<file path="config.mk">
export PLATFORM = sky130hd
export DESIGN_NAME = loop_nest_engine
export DESIGN_NICKNAME = d
export VERILOG_FILES = /design/src/rtl/loop_nest_pkg.sv /design/src/rtl/loop_take_cond.sv /design/src/rtl/loop_nest_engine.sv
export SDC_FILE = /design/constraint.sdc
export NUM_CORES = 1
export LEC_CHECK = 0
export CAP_MARGIN = 30
export CORE_UTILIZATION = 32
export CTS_CLUSTER_DIAMETER = 200
export CTS_CLUSTER_SIZE = 8
export DETAILED_ROUTE_END_ITERATION = 8
export SLEW_MARGIN = 20
export SYNTH_ARGS = -nofsm -noshare
export SYNTH_HDL_FRONTEND = slang
export SYNTH_SLANG_ARGS = --single-unit
</file>
<file path="constraint.sdc">
create_clock -name clk -period 2.72 [get_ports clk]
set_clock_uncertainty 0.2 [all_clocks]
set_input_delay 0.272 -clock clk [delete_from_list [all_inputs] [get_ports clk]]
set_output_delay 0.272 -clock clk [all_outputs]
set_load 0.01 [all_outputs]
</file>
<file path="src/rtl/loop_nest_pkg.sv">
// Shared definitions for the loop nest engine: FSM state encoding and
// default parameter values used by the top level and its sub-module.
package loop_nest_pkg;

    typedef enum logic [1:0] {
        ST_IDLE  = 2'd0,
        ST_OUTER = 2'd1,
        ST_INNER = 2'd2,
        ST_DONE  = 2'd3
    } state_t;

    localparam int DEF_WIDTH   = 6;
    localparam int DEF_OUTER_N = 4;
    localparam int DEF_INNER_N = 4;
    localparam int DEF_Y_W     = 10;

endpackage

</file>
<file path="src/rtl/loop_take_cond.sv">
// Combinational inner-loop condition: parity of (outer index + operand)
// selects between "outer index is all ones" and "operand is non-zero".
module loop_take_cond
    import loop_nest_pkg::*;
#(
    parameter int WIDTH = DEF_WIDTH,
    parameter int IW    = 2
) (
    input  logic        [IW-1:0]    i_idx,
    input  logic signed [WIDTH-1:0] i_wire1,
    output logic                    o_take
);

    logic [WIDTH-1:0] w_sum;
    logic             w_parity;

    // XOR-reduce parity of a WIDTH-bit word
    function automatic logic parity_f(input logic [WIDTH-1:0] v);
        return ^v;
    endfunction

    // Index is zero-extended (or truncated) to WIDTH; sum wraps at WIDTH bits
    assign w_sum    = WIDTH'(i_idx) + i_wire1;
    assign w_parity = parity_f(w_sum);

    // Select the condition source according to the parity bit
    always_comb begin
        o_take = 1'b0;
        if (w_parity) begin
            o_take = &i_idx;
        end else begin
            o_take = (i_wire1 != {WIDTH{1'b0}});
        end
    end

endmodule

</file>
<file path="src/rtl/loop_nest_engine.sv">
// Two-level loop nest engine. A start request runs OUTER_N outer
// iterations; each outer iteration may run INNER_N inner iterations,
// counted in the saturating counter y. Optional feature macro:
// LOOP_ABORT_EN -- when defined, wire3 aborts a run from OUTER/INNER
// back to IDLE without a done pulse; otherwise wire3 is ignored.
module loop_nest_engine
    import loop_nest_pkg::*;
#(
    parameter int WIDTH   = DEF_WIDTH,
    parameter int OUTER_N = DEF_OUTER_N,
    parameter int INNER_N = DEF_INNER_N,
    parameter int Y_W     = DEF_Y_W
) (
    input  logic                    clk,
    input  logic                    rst,
    input  logic                    wire0,
    input  logic signed [WIDTH-1:0] wire1,
    input  logic                    wire3,
    output logic [Y_W-1:0]          y,
    output logic                    busy,
    output logic                    done
);

    localparam int IW = $clog2(OUTER_N);
    localparam int JW = $clog2(INNER_N);

    localparam logic [IW-1:0]  I_LAST = IW'(OUTER_N - 1);
    localparam logic [JW-1:0]  J_LAST = JW'(INNER_N - 1);
    localparam logic [IW-1:0]  I_ONE  = IW'(1);
    localparam logic [JW-1:0]  J_ONE  = JW'(1);
    localparam logic [Y_W-1:0] Y_ONE  = Y_W'(1);
    localparam logic [Y_W-1:0] Y_MAX  = {Y_W{1'b1}};

    state_t          r_state;
    state_t          w_state_next;
    logic [IW-1:0]   r_i;
    logic [JW-1:0]   r_j;
    logic [Y_W-1:0]  r_y;
    logic            r_busy;
    logic            r_done;
    logic            w_busy_next;
    logic            w_done_next;
    logic            w_take;
    logic            w_abort;

`ifdef LOOP_ABORT_EN
    assign w_abort = wire3;
`else
    logic w_unused_abort;
    assign w_unused_abort = wire3;
    assign w_abort        = 1'b0;
`endif

    loop_take_cond #(
        .WIDTH (WIDTH),
        .IW    (IW)
    ) u_take_cond (
        .i_idx   (r_i),
        .i_wire1 (wire1),
        .o_take  (w_take)
    );

    // State register plus registered busy/done decoded from the next state
    always_ff @(posedge clk or posedge rst) begin
        if (rst) begin
            r_state <= ST_IDLE;
            r_busy  <= 1'b0;
            r_done  <= 1'b0;
        end else begin
            r_state <= w_state_next;
            r_busy  <= w_busy_next;
            r_done  <= w_done_next;
        end
    end

    // Next-state logic; a start is only honoured from IDLE
    always_comb begin
        w_state_next = r_state;
        case (r_state)
            ST_IDLE: begin
                if (wire0) begin
                    w_state_next = ST_OUTER;
                end else begin
                    w_state_next = ST_IDLE;
                end
            end
            ST_OUTER: begin
                if (w_abort) begin
                    w_state_next = ST_IDLE;
                end else if (w_take) begin
                    w_state_next = ST_INNER;
                end else if (r_i == I_LAST) begin
                    w_state_next = ST_DONE;
                end else begin
                    w_state_next = ST_OUTER;
                end
            end
            ST_INNER: begin
                if (w_abort) begin
                    w_state_next = ST_IDLE;
                end else if (r_j != J_LAST) begin
                    w_state_next = ST_INNER;
                end else if (r_i == I_LAST) begin
                    w_state_next = ST_DONE;
                end else begin
                    w_state_next = ST_OUTER;
                end
            end
            ST_DONE: w_state_next = ST_IDLE;
            default: w_state_next = ST_IDLE;
        endcase
    end

    // Output decode of the upcoming state so busy/done leave a flop
    always_comb begin
        w_busy_next = 1'b0;
        w_done_next = 1'b0;
        case (w_state_next)
            ST_OUTER: w_busy_next = 1'b1;
            ST_INNER: w_busy_next = 1'b1;
            ST_DONE:  w_done_next = 1'b1;
            default: begin
                w_busy_next = 1'b0;
                w_done_next = 1'b0;
            end
        endcase
    end

    // Loop indices and saturating inner-iteration counter
    always_ff @(posedge clk or posedge rst) begin
        if (rst) begin
            r_i <= {IW{1'b0}};
            r_j <= {JW{1'b0}};
            r_y <= {Y_W{1'b0}};
        end else begin
            case (r_state)
                ST_IDLE: begin
                    if (wire0) begin
                        r_i <= {IW{1'b0}};
                        r_j <= {JW{1'b0}};
                        r_y <= {Y_W{1'b0}};
                    end
                end
                ST_OUTER: begin
                    if (!w_abort) begin
                        if (w_take) begin
                            r_j <= {JW{1'b0}};
                        end else if (r_i != I_LAST) begin
                            r_i <= r_i + I_ONE;
                        end
                    end
                end
                ST_INNER: begin
                    if (!w_abort) begin
                        if (r_y != Y_MAX) begin
                            r_y <= r_y + Y_ONE;
                        end
                        if (r_j != J_LAST) begin
                            r_j <= r_j + J_ONE;
                        end else if (r_i != I_LAST) begin
                            r_i <= r_i + I_ONE;
                        end
                    end
                end
                default: begin
                    r_i <= r_i;
                    r_j <= r_j;
                    r_y <= r_y;
                end
            endcase
        end
    end

    assign y    = r_y;
    assign busy = r_busy;
    assign done = r_done;

endmodule

</file>
* Word level (Yosys, flattened, before mapping)
Index checks and enable logic that the tools add are counted.
** Storage, ports and cells
- Register bits :: 18
- Bits in latches :: 0
- Bits in writable memories :: 0
- ROM bits :: 0
- Bits of input ports :: 10
- Output and inout port bits :: 12
- Word-level logic and storage cells :: 55
- Memories kept :: 0
** Operators by class
- Add/subtract/negate cells :: 4
- Multiply operators :: 0
- Divide/modulo/power cells :: 0
- Magnitude comparators :: 0
- Equality and inequality tests :: 16
- Shift operators :: 0
- Multiplexer cells :: 19
- Bitwise logic cells :: 0
- Reductions and logical operators :: 10
** Operator list (count)
- two-way mux 10 bit :: 2
- one-hot mux 10 bit (2 select lines) :: 1
- two-way mux 2 bit :: 9
- inequality test 2 bit (second input constant) :: 7
- one-hot mux 2 bit (3 select lines) :: 2
- adder 10 x 1 -> 10 bit (second input constant) :: 1
- == test 2 bit (second input constant) :: 5
- inequality test 10 bit (second input constant) :: 1
- one-hot mux 2 bit (4 select lines) :: 1
- AND reduction 4 bit :: 2
- adder 2 x 6 -> 6 bit :: 1
- nonzero test 6 bit :: 1
- parity 6 bit :: 1
- adder 2 x 1 -> 2 bit (second input constant) :: 2
- == test 2 x 1 -> 1 bit (second input constant) :: 2
- two-way mux 1 bit :: 4
- AND reduction 3 bit :: 1
- nonzero test 3 bit :: 1
- zero test 2 bit :: 1
- inequality test 2 x 1 -> 1 bit (second input constant) :: 1
- AND reduction 2 bit :: 1
- nonzero test 2 bit :: 1
- OR reduction 2 bit :: 1

* Logic depth before layout (Yosys ltp)
Gate-level depths: netlist of run 1.
- Word-level depth :: 8
- Mapped depth :: 10
- Gate-level depth less buffers :: 10

* By module
A second synthesis of run 1 with hierarchy kept.
** Unflattened totals
- Cells, all modules :: 132
- Area, all modules :: 1251.2 µm²
** Modules (own cells, without submodules)
- loop_nest_engine :: instances 1, cells an instance 110, area each 1081.0 µm², seq. area each 450.4 µm²
- loop_take_cond :: instances 1, cells an instance 22, area each 170.2 µm², seq. area each 0.0 µm²

* Least setup slack after synthesis of run 1
No wires, ideal clock.
- Path kind :: flip-flop to flip-flop
- Start :: register r_i[0]
- End :: register r_busy, in the netlist busy
- Library setup time :: 0.126 ns
- Data arrival time :: 2.459 ns
- Data required time :: 2.394 ns
- Slack :: -0.065 ns
- Stages on the path, launching flop included :: 11
- Path buffers :: 0
- Period minus slack after synthesis :: 2.785 ns
- Cells stage by stage :: dfrtp_1 ha_1 inv_1 fa_1 xor2_1 xnor2_1 xnor2_2 o21ai_0 nor4bb_1 a21oi_1 ha_1
** Between the ends
- Longest elaborated chain between the ends :: 8
- Elaborated cells on any way between the ends :: 13
- Classes of those cells :: add/sub (1); eq/ne (3); mux (6); reduce/logical (3)
** Ends and longest elaborated chain
- from (decl) :: RTL line loop_nest_engine.sv:36 : logic [IW-1:0] r_i;
- from (signal assigned) :: RTL line loop_nest_engine.sv:132 : r_i <= {IW{1'b0}};
- from (signal assigned) :: RTL line loop_nest_engine.sv:139 : r_i <= {IW{1'b0}};
- from (signal assigned) :: RTL line loop_nest_engine.sv:149 : r_i <= r_i + I_ONE;
- adder 2 x 6 -> 6 bit :: RTL line loop_take_cond.sv:23 : assign w_sum = WIDTH'(i_idx) + i_wire1;
- parity 6 bit :: RTL line loop_take_cond.sv:19 : return ^v;
- two-way mux 1 bit (*) :: RTL line loop_take_cond.sv:29 : if (w_parity) begin
- two-way mux 2 bit (*) :: RTL line loop_nest_engine.sv:90 : end else if (w_take) begin
- one-hot mux 2 bit (4 select lines) (*) :: RTL line loop_nest_engine.sv:79 : case (r_state)
- named net w_state_next[0] :: RTL line loop_nest_engine.sv:35 : state_t w_state_next;
- == test 2 bit / == test 2 x 1 -> 1 bit (equally long branches) :: RTL line loop_nest_engine.sv:118 : case (w_state_next)
- OR reduction 2 bit (no source line) (*)
- two-way mux 1 bit (*) :: RTL line loop_nest_engine.sv:118
- named net w_busy_next :: RTL line loop_nest_engine.sv:41 : logic w_busy_next;
- to (signal assigned) :: RTL line loop_nest_engine.sv:71 : r_busy <= w_busy_next;
- to (decl) :: RTL line loop_nest_engine.sv:39 : logic r_busy;
The timed path passes the listed nets; every way through them passes the cells marked *.
A chain may end at the register's enable or synchronous reset.

* Worst setup path after layout of run 1
- Start :: input port wire1[1]
- End :: register r_busy, in the netlist busy
** Between the ends
- Longest elaborated chain between the ends :: 8
- Elaborated cells on any way between the ends :: 10
- Classes of those cells :: add/sub (1); eq/ne (2); mux (4); reduce/logical (3)
** Ends and longest elaborated chain
- from (decl) :: RTL line loop_nest_engine.sv:17 : input logic signed [WIDTH-1:0] wire1,
- adder 2 x 6 -> 6 bit :: RTL line loop_take_cond.sv:23
- parity 6 bit :: RTL line loop_take_cond.sv:19
- two-way mux 1 bit (*) :: RTL line loop_take_cond.sv:29
- two-way mux 2 bit (*) :: RTL line loop_nest_engine.sv:90
- one-hot mux 2 bit (4 select lines) (*) :: RTL line loop_nest_engine.sv:79
- named net w_state_next[0] :: RTL line loop_nest_engine.sv:35
- == test 2 bit / == test 2 x 1 -> 1 bit (equally long branches) :: RTL line loop_nest_engine.sv:118
- OR reduction 2 bit (no source line) (*)
- two-way mux 1 bit (*) :: RTL line loop_nest_engine.sv:118
- named net w_busy_next :: RTL line loop_nest_engine.sv:41
Marks and branches as above.

==> results of run 1 <==
where the power goes:
part	internal (uW)	switching (uW)	total (uW)
clock network	98.2	82.2	180
registers	320	34.8	355
logic	388	385	774
flip-flops by register name, summed over array words and instances (netlist names):
name     cells
busy         1
done         1
r_i          2
r_j          2
r_state      2
y           10
cell usage after synthesis, types with 2 or more instances:
master	instances	share of area
mux2_4	2	0.023
ha_1	11	0.10
dfrtp_1	18	0.34
or3_1	3	0.014
xnor2_1	2	0.013
o21ai_1	2	0.0075
nor3b_1	2	0.011
a31oi_1	3	0.014
inv_1	12	0.034
nand2b_1	3	0.014
nor3_2	2	0.015
mux2i_1	2	0.015
nand3_1	4	0.015
xor2_1	5	0.033
nand2_1	17	0.048
a21o_1	2	0.011
nor2b_1	2	0.0094
a21oi_1	9	0.034
o21ai_0	8	0.030
and3_1	3	0.014
nand3_2	2	0.015
nor2_1	8	0.023
path summary, 6_finish.rpt:
| kind | start | endpoint | slack, ns | cells after the start |
|---|---|---|---|---|
| setup / recovery | wire1[1] | busy | -0.03 | 10 |
| hold / removal | rst | done | 0.23 | 2 |
| setup reg to reg | r_i[0] | busy | -0.02 | 10 |
| hold reg to reg | y[8] | y[8] | 0.33 | 1 |
| max in group asynchronous | rst | y[8] | 1.66 | 2 |
| min in group clk | y[8] | y[8] | 0.33 | 1 |
layer usage:
layer | GRT usage | wire length (um) | up-vias
li1 | - | - | 556
met1 | 0.163 | 1150 | 523
met2 | 0.273 | 1460 | 28
met3 | 0.0205 | 96 | 4
met4 | 0.0559 | 29 | 0
met5 | 0 | 0 | -
what timing repair did:
action	4_1_cts	5_1_grt
pin swaps	5	9
gates cloned	0	0
resized for setup	4	3
buffers inserted	1	0
endpoints found under the setup margin	4	6
cell type report:
| cell class | count | area share |
|---|---|---|
| multi-input cells | 110 | 0.493 |
| inverters | 12 | 0.0265 |
| clock buffers | 3 | 0.0243 |
| well taps | 50 | 0.0368 |
| flip-flops and latches | 18 | 0.265 |
| repair buffers | 28 | 0.155 |
per-stage QoR:
| stage | instance area (sq um) | TNS (ns) | worst slack [ns] |
|---|---|---|---|
| 2_1_floorplan | 1330 | -0.0141 | -0.0141 |
| 3_3_place_gp | 1630 | -1.45 | -0.343 |
| 3_5_place_dp | 1630 | -2.40 | -0.473 |
| 4_1_cts | 1690 | -0.0790 | -0.0790 |
| 5_1_grt | 1700 | -0.423 | -0.195 |
| 6_report | 1700 | -0.0252 | -0.0252 |
logic make-up after synthesis:
kind of cell,after synthesis,synth area share
compound gates,31,0.160
simple gates,54,0.234
mux,5,0.0461
xor+xnor,8,0.0583
fa+ha+maj,12,0.118
flops,18,0.338
buf+inv,14,0.0451
==> results_dict.tcl, run 1 <==
set metrics [dict create \
    drc 0 \
    postRouteAntennaNets 0 \
    setup-violations-final 1 \
    start_util 0.333 \
    cts_sinks 18 \
    cp_num_buf_inv 2 \
    dieWidth_um 66.5 \
    rows 23 \
    syn_area_sq_um 1330 \
    multi_input_area_sq_um 838 \
    ys_types 42 \
    maxSlewHeadroom 0.541 \
    slowest_stage "fa_1" \
    finalCoreUtilization 0.425 \
    cts_tree "built" \
    drt_iter0_drc 43 \
    cp-end-kind "register" \
    leakagePower_uw 0.000753 \
    areaGrowthSynthToFinish_pct 27.7 \
    grt_pass1_vias 1119 \
    clk_pin_slew_ns 0.06 \
    hold_ws_ns 0.227 \
    clk_latency_ns 0.25 \
    ctsHoldBuffers 0 \
    rsz0062_at_grt "yes" \
    tightest_slew_ns 0.687 \
    drt-total-wl_mm 2.74 \
    hold_path.class "in -> async" \
    htreeDepth 1 \
    worst_slack_ns -0.0252 \
    fin_crit_ns 2.75 \
    place.gp.congestion 0.786 \
    p_per_area_nw_per_um2 770 \
    slew_violations 0 \
    syn_avg_cell_area_sq_um 9.38 \
    via_per_inst 5.03 \
    register_area_sq_um 450 \
    layout_common_cells "19 x clkdlybuf4s50_1, 18 x dfrtp_1, 17 x nand2_1, 11 x inv_1, 10 x ha_1" \
    path_cells "clkdlybuf4s50_1 -> inv_1 -> fa_1 -> xor2_1 -> xnor2_1 -> xnor2_2 -> nor3_2 -> nor4bb_1 -> a21oi_1 -> ha_1" \
    maxCapViolCount 0 \
    cts_root_buffer "clkbuf_8" \
    drive_gt1_frac 0.164 \
    dp.cells 217 \
    path_delay_family "adder cells" \
    final.period_utilization 1.01 \
    dr.pass1.iters 4 \
    track_usage 0.145 \
    ys.warnings.count 0 \
    finalPower_uw 1310 \
    cp.required_ns 2.65 \
    fmax_mhz 364 \
    instances_no_fill 221 \
    cp_data_arrival_time_ns 2.68 \
    crit_fanout 4 \
    critPathLaunchType "primary input" \
    grt_start_max_net_pins 19 \
    chipHeight_um 66.5 \
    dp_hpwl_mm 2.26 \
    cts_inserted_buffers 3 \
    num_vias 1111 \
    async_flop_share 1.00 \
    grt_pass1_wl_mm 4.91 \
    syn_inst 142 \
    portBuffers 20 \
    violations "setup timing" \
    synth.ff_latch_count 18 \
    synth_edf_count 0 \
    routedWlPerCell_um 12.4 \
    layout_commonest_cell "clkdlybuf4s50_1" \
    clk_path_buf_depth 2 \
    diodes 0 \
    synthFlopType "dfrtp_1" \
    yosysSeqAreaShare 0.338 \
    fp.coreArea_sq_um 4000 \
    synth_nets 164 \
    antenna_found_initial 0 \
    vdd_drop_max_mv 0.293 \
    fill_cells 388 \
    fin_nets 195 \
    slowest_delay_ns 0.55 \
    grt_overflow_total 0 \
    crit_type "in -> reg" \
    io_pins 22 \
    finalHoldViolCount 0 \
    dieArea_sq_um 4420 \
    status "finished with violations" \
]
(Power assumes the default switching activity.)
==> run 2, diff against run 1 <==
--- a/config.mk
+++ b/config.mk
@@ -14,3 +14,4 @@
 export SYNTH_ARGS = -nofsm -noshare
 export SYNTH_HDL_FRONTEND = slang
 export SYNTH_SLANG_ARGS = --single-unit
+export TNS_END_PERCENT = 5
==> results of run 2 <==
The final DEF is identical to that of run 1; final timing and power are the same.
